[config.mk]
export PLATFORM = sky130hd
export DESIGN_NAME = cmac_accum_unit
export DESIGN_NICKNAME = d
export VERILOG_FILES = /design/src/rtl/cmac_accum_pkg.sv /design/src/rtl/cmac_add_tree.sv /design/src/rtl/cmac_accum_unit.sv
export SDC_FILE = /design/constraint.sdc
export NUM_CORES = 1
export LEC_CHECK = 0
export BUFFER_PORTS_ARGS = -buffer_cell sky130_fd_sc_hd__buf_2
export CORE_AREA = 2 2 137 139
export CTS_CLUSTER_DIAMETER = 60
export DETAILED_ROUTE_END_ITERATION = 10
export DIE_AREA = 0 0 139 141
export GPL_ROUTABILITY_DRIVEN = 0
export PLACE_DENSITY_LB_ADDON = 0.05
export SLEW_MARGIN = 30
export SYNTH_ARGS = -nofsm -noshare
export SYNTH_HDL_FRONTEND = slang
export SYNTH_SLANG_ARGS = --single-unit
[constraint.sdc]
create_clock -name nvdla_core_clk -period 9 [get_ports nvdla_core_clk]
set_input_delay 0.45 -clock nvdla_core_clk [delete_from_list [all_inputs] [get_ports nvdla_core_clk]]
set_output_delay 0.45 -clock nvdla_core_clk [all_outputs]
set_load 0.01 [all_outputs]
[src/rtl/cmac_accum_pkg.sv]
// Shared types, widths and arithmetic helpers
// for the CMAC accumulation stage.
package cmac_accum_pkg;

  localparam int PROD_W = 16;

  typedef enum logic {
    IDLE  = 1'b0,
    ACCUM = 1'b1
  } acc_state_e;

  function automatic int tree_w(input int n);
    return PROD_W + $clog2(n);
  endfunction

  // Result is clamped to a signed w-bit range;
  // the caller keeps the low w bits.
  function automatic logic signed [63:0] sat_add(
    input  logic signed [63:0] a,
    input  logic signed [63:0] b,
    input  int                 w,
    output logic               clamp
  );
    logic signed [63:0] s;
    logic signed [63:0] mx;
    logic signed [63:0] mn;
    s     = a + b;
    mx    = (64'sd1 <<< (w - 1)) - 64'sd1;
    mn    = -(64'sd1 <<< (w - 1));
    clamp = 1'b0;
    if (s > mx) begin
      s     = mx;
      clamp = 1'b1;
    end else if (s < mn) begin
      s     = mn;
      clamp = 1'b1;
    end
    return s;
  endfunction

endpackage

[src/rtl/cmac_add_tree.sv]
// Combinational masked adder tree:
// NUM_PROD signed products to one exact sum.
module cmac_add_tree
  import cmac_accum_pkg::*;
#(
  parameter int NUM_PROD = 8
) (
  input  logic [NUM_PROD*PROD_W-1:0]          in_data,
  input  logic [NUM_PROD-1:0]                 in_mask,
  output logic signed [tree_w(NUM_PROD)-1:0]  sum
);

  localparam int TW = tree_w(NUM_PROD);

  logic signed [PROD_W-1:0] p;

  always_comb begin
    sum = '0;
    p   = '0;
    for (int i = 0; i < NUM_PROD; i++) begin
      p = in_data[i*PROD_W +: PROD_W];
      if (in_mask[i]) begin
        sum = sum + TW'(p);
      end
    end
  end

endmodule

[src/rtl/cmac_accum_unit.sv]
// Registered product reduction followed by a
// framed, saturating group accumulator.
module cmac_accum_unit
  import cmac_accum_pkg::*;
#(
  parameter int NUM_PROD = 8,
  parameter int ACC_W    = 22
) (
  input  logic                        nvdla_core_clk,
  input  logic                        nvdla_core_rstn,
  input  logic                        in_pvld,
  input  logic [NUM_PROD*PROD_W-1:0]  in_data,
  input  logic [NUM_PROD-1:0]         in_mask,
  input  logic                        in_first,
  input  logic                        in_last,
  output logic                        out_pvld,
  output logic signed [ACC_W-1:0]     out_data,
  output logic                        out_sat,
  output logic                        err_pulse
);

  localparam int TW = tree_w(NUM_PROD);

  logic signed [TW-1:0] tree_sum;

  logic                 s1_vld_q, s1_vld_d;
  logic                 s1_first_q, s1_first_d;
  logic                 s1_last_q, s1_last_d;
  logic signed [TW-1:0] s1_sum_q, s1_sum_d;

  acc_state_e             state_q, state_d;
  logic signed [ACC_W-1:0] acc_q, acc_d;
  logic                    sat_q, sat_d;
  logic                    out_pvld_q, out_pvld_d;
  logic signed [ACC_W-1:0] out_data_q, out_data_d;
  logic                    out_sat_q, out_sat_d;
  logic                    err_q, err_d;

  logic signed [ACC_W-1:0] sum_ext;
  logic                    beat_start;
  logic                    beat_orphan;
  logic                    beat_acc;

  cmac_add_tree #(
    .NUM_PROD (NUM_PROD)
  ) u_tree (
    .in_data (in_data),
    .in_mask (in_mask),
    .sum     (tree_sum)
  );

  always_comb begin
    s1_vld_d   = in_pvld;
    s1_first_d = in_pvld & in_first;
    s1_last_d  = in_pvld & in_last;
    s1_sum_d   = in_pvld ? tree_sum : s1_sum_q;
  end

  assign sum_ext     = ACC_W'(s1_sum_q);
  assign beat_start  = s1_vld_q & s1_first_q;
  assign beat_orphan = s1_vld_q & ~s1_first_q
                     & (state_q == IDLE);
  assign beat_acc    = s1_vld_q & ~s1_first_q
                     & (state_q == ACCUM);

  always_comb begin
    logic clamp;
    clamp      = 1'b0;
    state_d    = state_q;
    acc_d      = acc_q;
    sat_d      = sat_q;
    out_pvld_d = 1'b0;
    out_data_d = out_data_q;
    out_sat_d  = out_sat_q;
    err_d      = 1'b0;
    unique case (1'b1)
      beat_start: begin
        // A first while in ACCUM drops the partial group.
        err_d = (state_q == ACCUM);
        acc_d = sum_ext;
        sat_d = 1'b0;
        if (s1_last_q) begin
          state_d    = IDLE;
          out_pvld_d = 1'b1;
          out_data_d = sum_ext;
          out_sat_d  = 1'b0;
        end else begin
          state_d = ACCUM;
        end
      end
      beat_orphan: begin
        err_d = 1'b1;
      end
      beat_acc: begin
        acc_d = ACC_W'(sat_add(64'(acc_q), 64'(sum_ext),
                               ACC_W, clamp));
        sat_d = sat_q | clamp;
        if (s1_last_q) begin
          state_d    = IDLE;
          out_pvld_d = 1'b1;
          out_data_d = acc_d;
          out_sat_d  = sat_d;
        end
      end
      default: ;
    endcase
  end

  always_ff @(posedge nvdla_core_clk or negedge nvdla_core_rstn) begin
    if (!nvdla_core_rstn) begin
      s1_vld_q   <= 1'b0;
      s1_first_q <= 1'b0;
      s1_last_q  <= 1'b0;
      s1_sum_q   <= '0;
      state_q    <= IDLE;
      acc_q      <= '0;
      sat_q      <= 1'b0;
      out_pvld_q <= 1'b0;
      out_data_q <= '0;
      out_sat_q  <= 1'b0;
      err_q      <= 1'b0;
    end else begin
      s1_vld_q   <= s1_vld_d;
      s1_first_q <= s1_first_d;
      s1_last_q  <= s1_last_d;
      s1_sum_q   <= s1_sum_d;
      state_q    <= state_d;
      acc_q      <= acc_d;
      sat_q      <= sat_d;
      out_pvld_q <= out_pvld_d;
      out_data_q <= out_data_d;
      out_sat_q  <= out_sat_d;
      err_q      <= err_d;
    end
  end

  assign out_pvld  = out_pvld_q;
  assign out_data  = out_data_q;
  assign out_sat   = out_sat_q;
  assign err_pulse = err_q;

endmodule

==> results_dict.tcl, run 1 <==
set metrics [dict create \
    status "did not finish" \
    last-stage-reached "global routing (5_1_grt)" \
    stop_error "[ERROR GRT-0232] Routing congestion too high. Check the congestion heatmap in the GUI." \
    worstEndpointGrtRepair "s1_sum_q[18]$_DFFE_PN0P_/D" \
    std_cell_rows 50 \
    yosys-top-cells-area "ha_1 16%, dfrtp_1 15%, xnor2_1 6.4%" \
    cts_max_level 3 \
    mapped_nets 1828 \
    synth_area_sq_um 11630 \
    number_of_flops_mapped_to_enable_cells_by_yosys 0 \
    floorplan.initialDensity 0.6368 \
    synth_warnings 0 \
    yosys_register_bits 71 \
    gr-total-overflow 324 \
    synth_ff_type "dfrtp_1" \
    io_buffer_count 165 \
    floorplan.die.height_um 141 \
    hpwlAfterDp_um 31810 \
    cts_made_buffers 9 \
    clock_tree.root_cell "clkbuf_16" \
    yosysMostFrequentCell "nand2_1" \
    post_cts_hold_buffer_count 0 \
    synth.top_cell.area_share 0.1635 \
    placement.cell_area_sq_um 15830 \
    synth_sequential_area_ratio 0.1527 \
    timing.repair.worst_endpoint_type "register input" \
    synth_common_cells "163 x nand2_1, 152 x ha_1, 132 x a21oi_1" \
    clock_sink_count 71 \
    syn-instance-count 1528 \
    pin_count_of_the_biggest_net_entering_global_routing 72 \
    synth.lib_cells_used.distinct 97 \
    synthArstFlopShare 1.000 \
    floorplan.io_pins 166 \
    dieWidth_um 139 \
    grt_util_all_layers 0.8718 \
    library_cell_occupying_the_most_area_in_the_post_synthesis_netlist "ha_1" \
    clk_path_buf_depth 2 \
    synthesis.area_per_instance_sq_um 7.614 \
]
logic make-up after synthesis:
logic type	count (synthesis)	synth area share
flops	71	0.1527
xor+xnor	113	0.08744
compound gates	568	0.3214
buf+inv	126	0.04216
simple gates	449	0.1806
mux	41	0.03926
fa+ha+maj	160	0.1765
through the flow:
step	setup slack, ns	instances
2_1_floorplan	-0.7578	1528
3_3_place_gp	-1.021	2246
3_5_place_dp	-1.476	2246
4_1_cts	-0.6158	2303
layer usage:
metal  track usage  GRT overflow
met2         1.026           180
met4        0.9740           128
met1        0.8317             5
met5        0.2757             0
met3        0.7493            11
repair_timing:
item                       in CTS
resized for setup              85
pin swaps                      90
setup buffers                  42
setup endpoints to repair       7
==> inputs of run 2 (changes only) <==
--- a/config.mk
+++ b/config.mk
@@ -6,12 +6,11 @@
 export NUM_CORES = 1
 export LEC_CHECK = 0
 export BUFFER_PORTS_ARGS = -buffer_cell sky130_fd_sc_hd__buf_2
-export CORE_AREA = 2 2 137 139
-export CTS_CLUSTER_DIAMETER = 60
+export CORE_AREA = 2 2 174 176
 export DETAILED_ROUTE_END_ITERATION = 10
-export DIE_AREA = 0 0 139 141
+export DIE_AREA = 0 0 176 178
 export GPL_ROUTABILITY_DRIVEN = 0
-export PLACE_DENSITY_LB_ADDON = 0.05
+export PLACE_DENSITY_LB_ADDON = 0.15
 export SLEW_MARGIN = 30
 export SYNTH_ARGS = -nofsm -noshare
 export SYNTH_HDL_FRONTEND = slang
==> run 2 against run 1 <==
The flow now finishes, with violations (negative setup slack). Synthesized cell count is the same. Area after synthesis is the same.
==> results_dict.tcl, run 2 <==
set metrics [dict create \
    status "complete, but fails checks" \
    failing_checks "negative setup slack" \
    cts_made_buffers 9 \
    yosysMostFrequentCell "nand2_1" \
    synth_warnings 0 \
    post_cts_hold_buffer_count 0 \
    reg2reg_from "s1_sum_q[0]" \
    synth_simple_gate_area_frac 0.1806 \
    global_route_wire_length_before_repair_um 65000 \
    initialDrtViolationCount 681 \
    maxCapViolCount 0 \
    flow.area_growth_from_synthesis_pct 52.84 \
    antenna_violations_before_repair 1 \
    layout_fillers 2689 \
    synth-xor-area-share 0.08744 \
    timing.hold.ws_ns 0.2226 \
    synthesis.area_per_instance_sq_um 7.614 \
    critical_path_class "in2reg" \
    timing.clock.skew_ns 0.006038 \
    finalSetupTns_ns -2.294 \
    post-route-drc-count 0 \
    timing.final.max_slew_violations 0 \
    io_buffer_count 165 \
    gr-total-overflow 0 \
    fin_util 0.6047 \
    clk_transition_reported_paths_ns 0.05 \
    synth_ff_type "dfrtp_1" \
    cp_max_fo 5 \
    synth_common_cells "163 x nand2_1, 152 x ha_1, 132 x a21oi_1" \
    clock_sink_count 71 \
    grt_pass1_vias 12930 \
    synth_area_sq_um 11630 \
    critical_path.max_stage_delay_ns 0.54 \
    dieWidth_um 176 \
    finish.net_count 2397 \
    synthArstFlopShare 1.000 \
    hpwlAfterDp_um 33440 \
    setup_crit_start_kind "primary input" \
    total_power_mw 6.502 \
    syn-instance-count 1528 \
    min_period_over_period 1.073 \
    drt.antenna.violating_nets 0 \
    worst_r2r_endpoint "acc_q[10]" \
    final_period_minus_worst_setup_slack_ns 9.657 \
    clk_path_buf_depth 2 \
    required_time_reported_for_the_critical_path_endpoint_ns 9.20 \
    dominant_combinational_cell_family_by_area_after_synthesis "compound AO/OA/AOI/OAI gates" \
    critical_path.endpoint_type "register" \
    library_cell_occupying_the_most_area_in_the_post_synthesis_netlist "ha_1" \
    path_buf_inv 4 \
    yosys_register_bits 71 \
    routed_wl_um 41890 \
    final-seq-area_sq_um 1777 \
    multiInputGateArea_sq_um 10690 \
    timing.critical_path.slowest_stage_cell "or4_4" \
    synth_sequential_area_ratio 0.1527 \
    final_worst_setup_slack_ns -0.6568 \
    rsz0062_at_grt "yes" \
    drt_pass1_iterations 5 \
    clkLatencyLatePin_ns 0.34 \
    min_path_type "in2async" \
    number_of_flops_mapped_to_enable_cells_by_yosys 0 \
    design.die.area_sq_um 31330 \
    power_density_nw_per_um2 365.7 \
    slew-limit-headroom 0.5209 \
    yosys-top-cells-area "ha_1 16%, dfrtp_1 15%, xnor2_1 6.4%" \
    leading_cell_types_in_the_layout_fill_and_taps_excluded "436 x buf_4, 162 x buf_2, 153 x nand2_1" \
    floorplan.die.height_um 178 \
    pin_count_of_the_biggest_net_entering_global_routing 72 \
    num_antenna_cells 0 \
    floorplan.initialDensity 0.3957 \
    floorplan.io_pins 166 \
    timing.reg2reg.setup_slack_ns 5.07 \
    synth.top_cell.area_share 0.1635 \
    post_synth_mux_area_share 0.03926 \
    tightest_slew_ns 0.7125 \
    clock_tree.root_cell "clkbuf_16" \
    max_clock_freq_mhz 103.6 \
    synth_compound_area_frac 0.3214 \
    std_cell_rows 63 \
    synth.lib_cells_used.distinct 97 \
    critical-path-top-delay-family "compound AO/OA/AOI/OAI gates" \
    placeableCoreArea_sq_um 29400 \
    worst_ep_arrival_time_ns 9.85 \
    viasPerCell 5.464 \
    tritoncts "built" \
    post_route_cells_drive_above_1_share 0.4068 \
    cts_max_level 3 \
    grt_util_all_layers 0.2581 \
    via_count 13620 \
    report.final.setup_viol 5 \
    timing.final.hold_violations 0 \
    power.leakage_nw 8.582 \
    vdd_drop_max_uv 185.8 \
    area_share_of_fa_ha_maj_cells_after_synthesis 0.1765 \
    mostFrequentLayoutCell "buf_4" \
    routed_wire_length_per_instance_um 16.81 \
    worst-r2r-cell-count 15 \
    mapped_nets 1828 \
]
-- run 2: cell counts after synthesis --
No cell type changed its count.
-- run 2: cells by family after synthesis --
kind of cell	Yosys count
fa+ha+maj	160
compound gates	568
simple gates	449
xor+xnor	113
flops	71
mux	41
buf+inv	126
-- run 2: how the worst max path moves through the flow --
stage                     slack (ns)  cells past startpoint            to       start
after floorplan                -0.76                     55  s1_sum_q[18]  in_mask[0]
after global placement         -1.36                     54  s1_sum_q[18]  in_mask[0]
after detailed placement       -1.69                     53  s1_sum_q[18]  in_mask[0]
after CTS                      -0.57                     55  s1_sum_q[18]  in_mask[0]
after global routing           -1.13                     55  s1_sum_q[17]  in_mask[0]
final                          -0.66                     58  s1_sum_q[18]  in_mask[0]
-- run 2: layer usage --
metal,vias up,global-route usage,wire length (um)
li1,6790,-,-
met1,6420,0.3475,19330
met2,327,0.4216,19140
met3,77,0.03900,1963
met4,2,0.08988,1439
met5,-,0,13
-- run 2: through the flow --
step                instances  cell area, sq um  setup slack (ns)
floorplan                1528             12160           -0.7578
global placement         2424             16200            -1.360
detailed placement       2424             16200            -1.688
CTS                      2469             17150           -0.5662
global route             2492             17780            -1.126
finish                   2492             17780           -0.6568
-- run 2: worst register-to-register path, cell delays in order, from the launching register on --
cell	delay [ns]
dfrtp_1	0.43
ha_1	0.20
inv_1	0.06
fa_1	0.39
nor2b_1	0.20
o21ai_1	0.11
a21boi_1	0.26
o211ai_1	0.15
a211oi_1	0.42
o211ai_1	0.17
a31oi_1	0.25
o22ai_1	0.14
a21oi_1	0.47
buf_4	0.30
a22oi_1	0.14
o21ai_0	0.17
-- run 2: power by group --
part | switching, mW | total, mW | internal, mW
clock | 0.132 | 0.354 | 0.222
sequential | 0.112 | 0.578 | 0.467
combinational | 2.65 | 5.57 | 2.92
total | 2.89 | 6.50 | 3.61
-- run 2: what timing repair did --
item                       4_1_cts  5_1_grt
hold endpoints to repair         0        0
setup endpoints to repair        8        9
pin swaps                       78       65
setup buffers                   29       22
resized for setup               82       82
-- run 2: area by class of cell --
type | instances | share of cell area
clock buffer | 11 | 0.01365
clock inverter | 5 | 0.003237
inverter | 74 | 0.01590
multi-input combinational | 1331 | 0.6012
sequential | 71 | 0.09992
tap | 390 | 0.02744
timing repair buffer | 610 | 0.2387
Power figures use the tool's default switching activity.
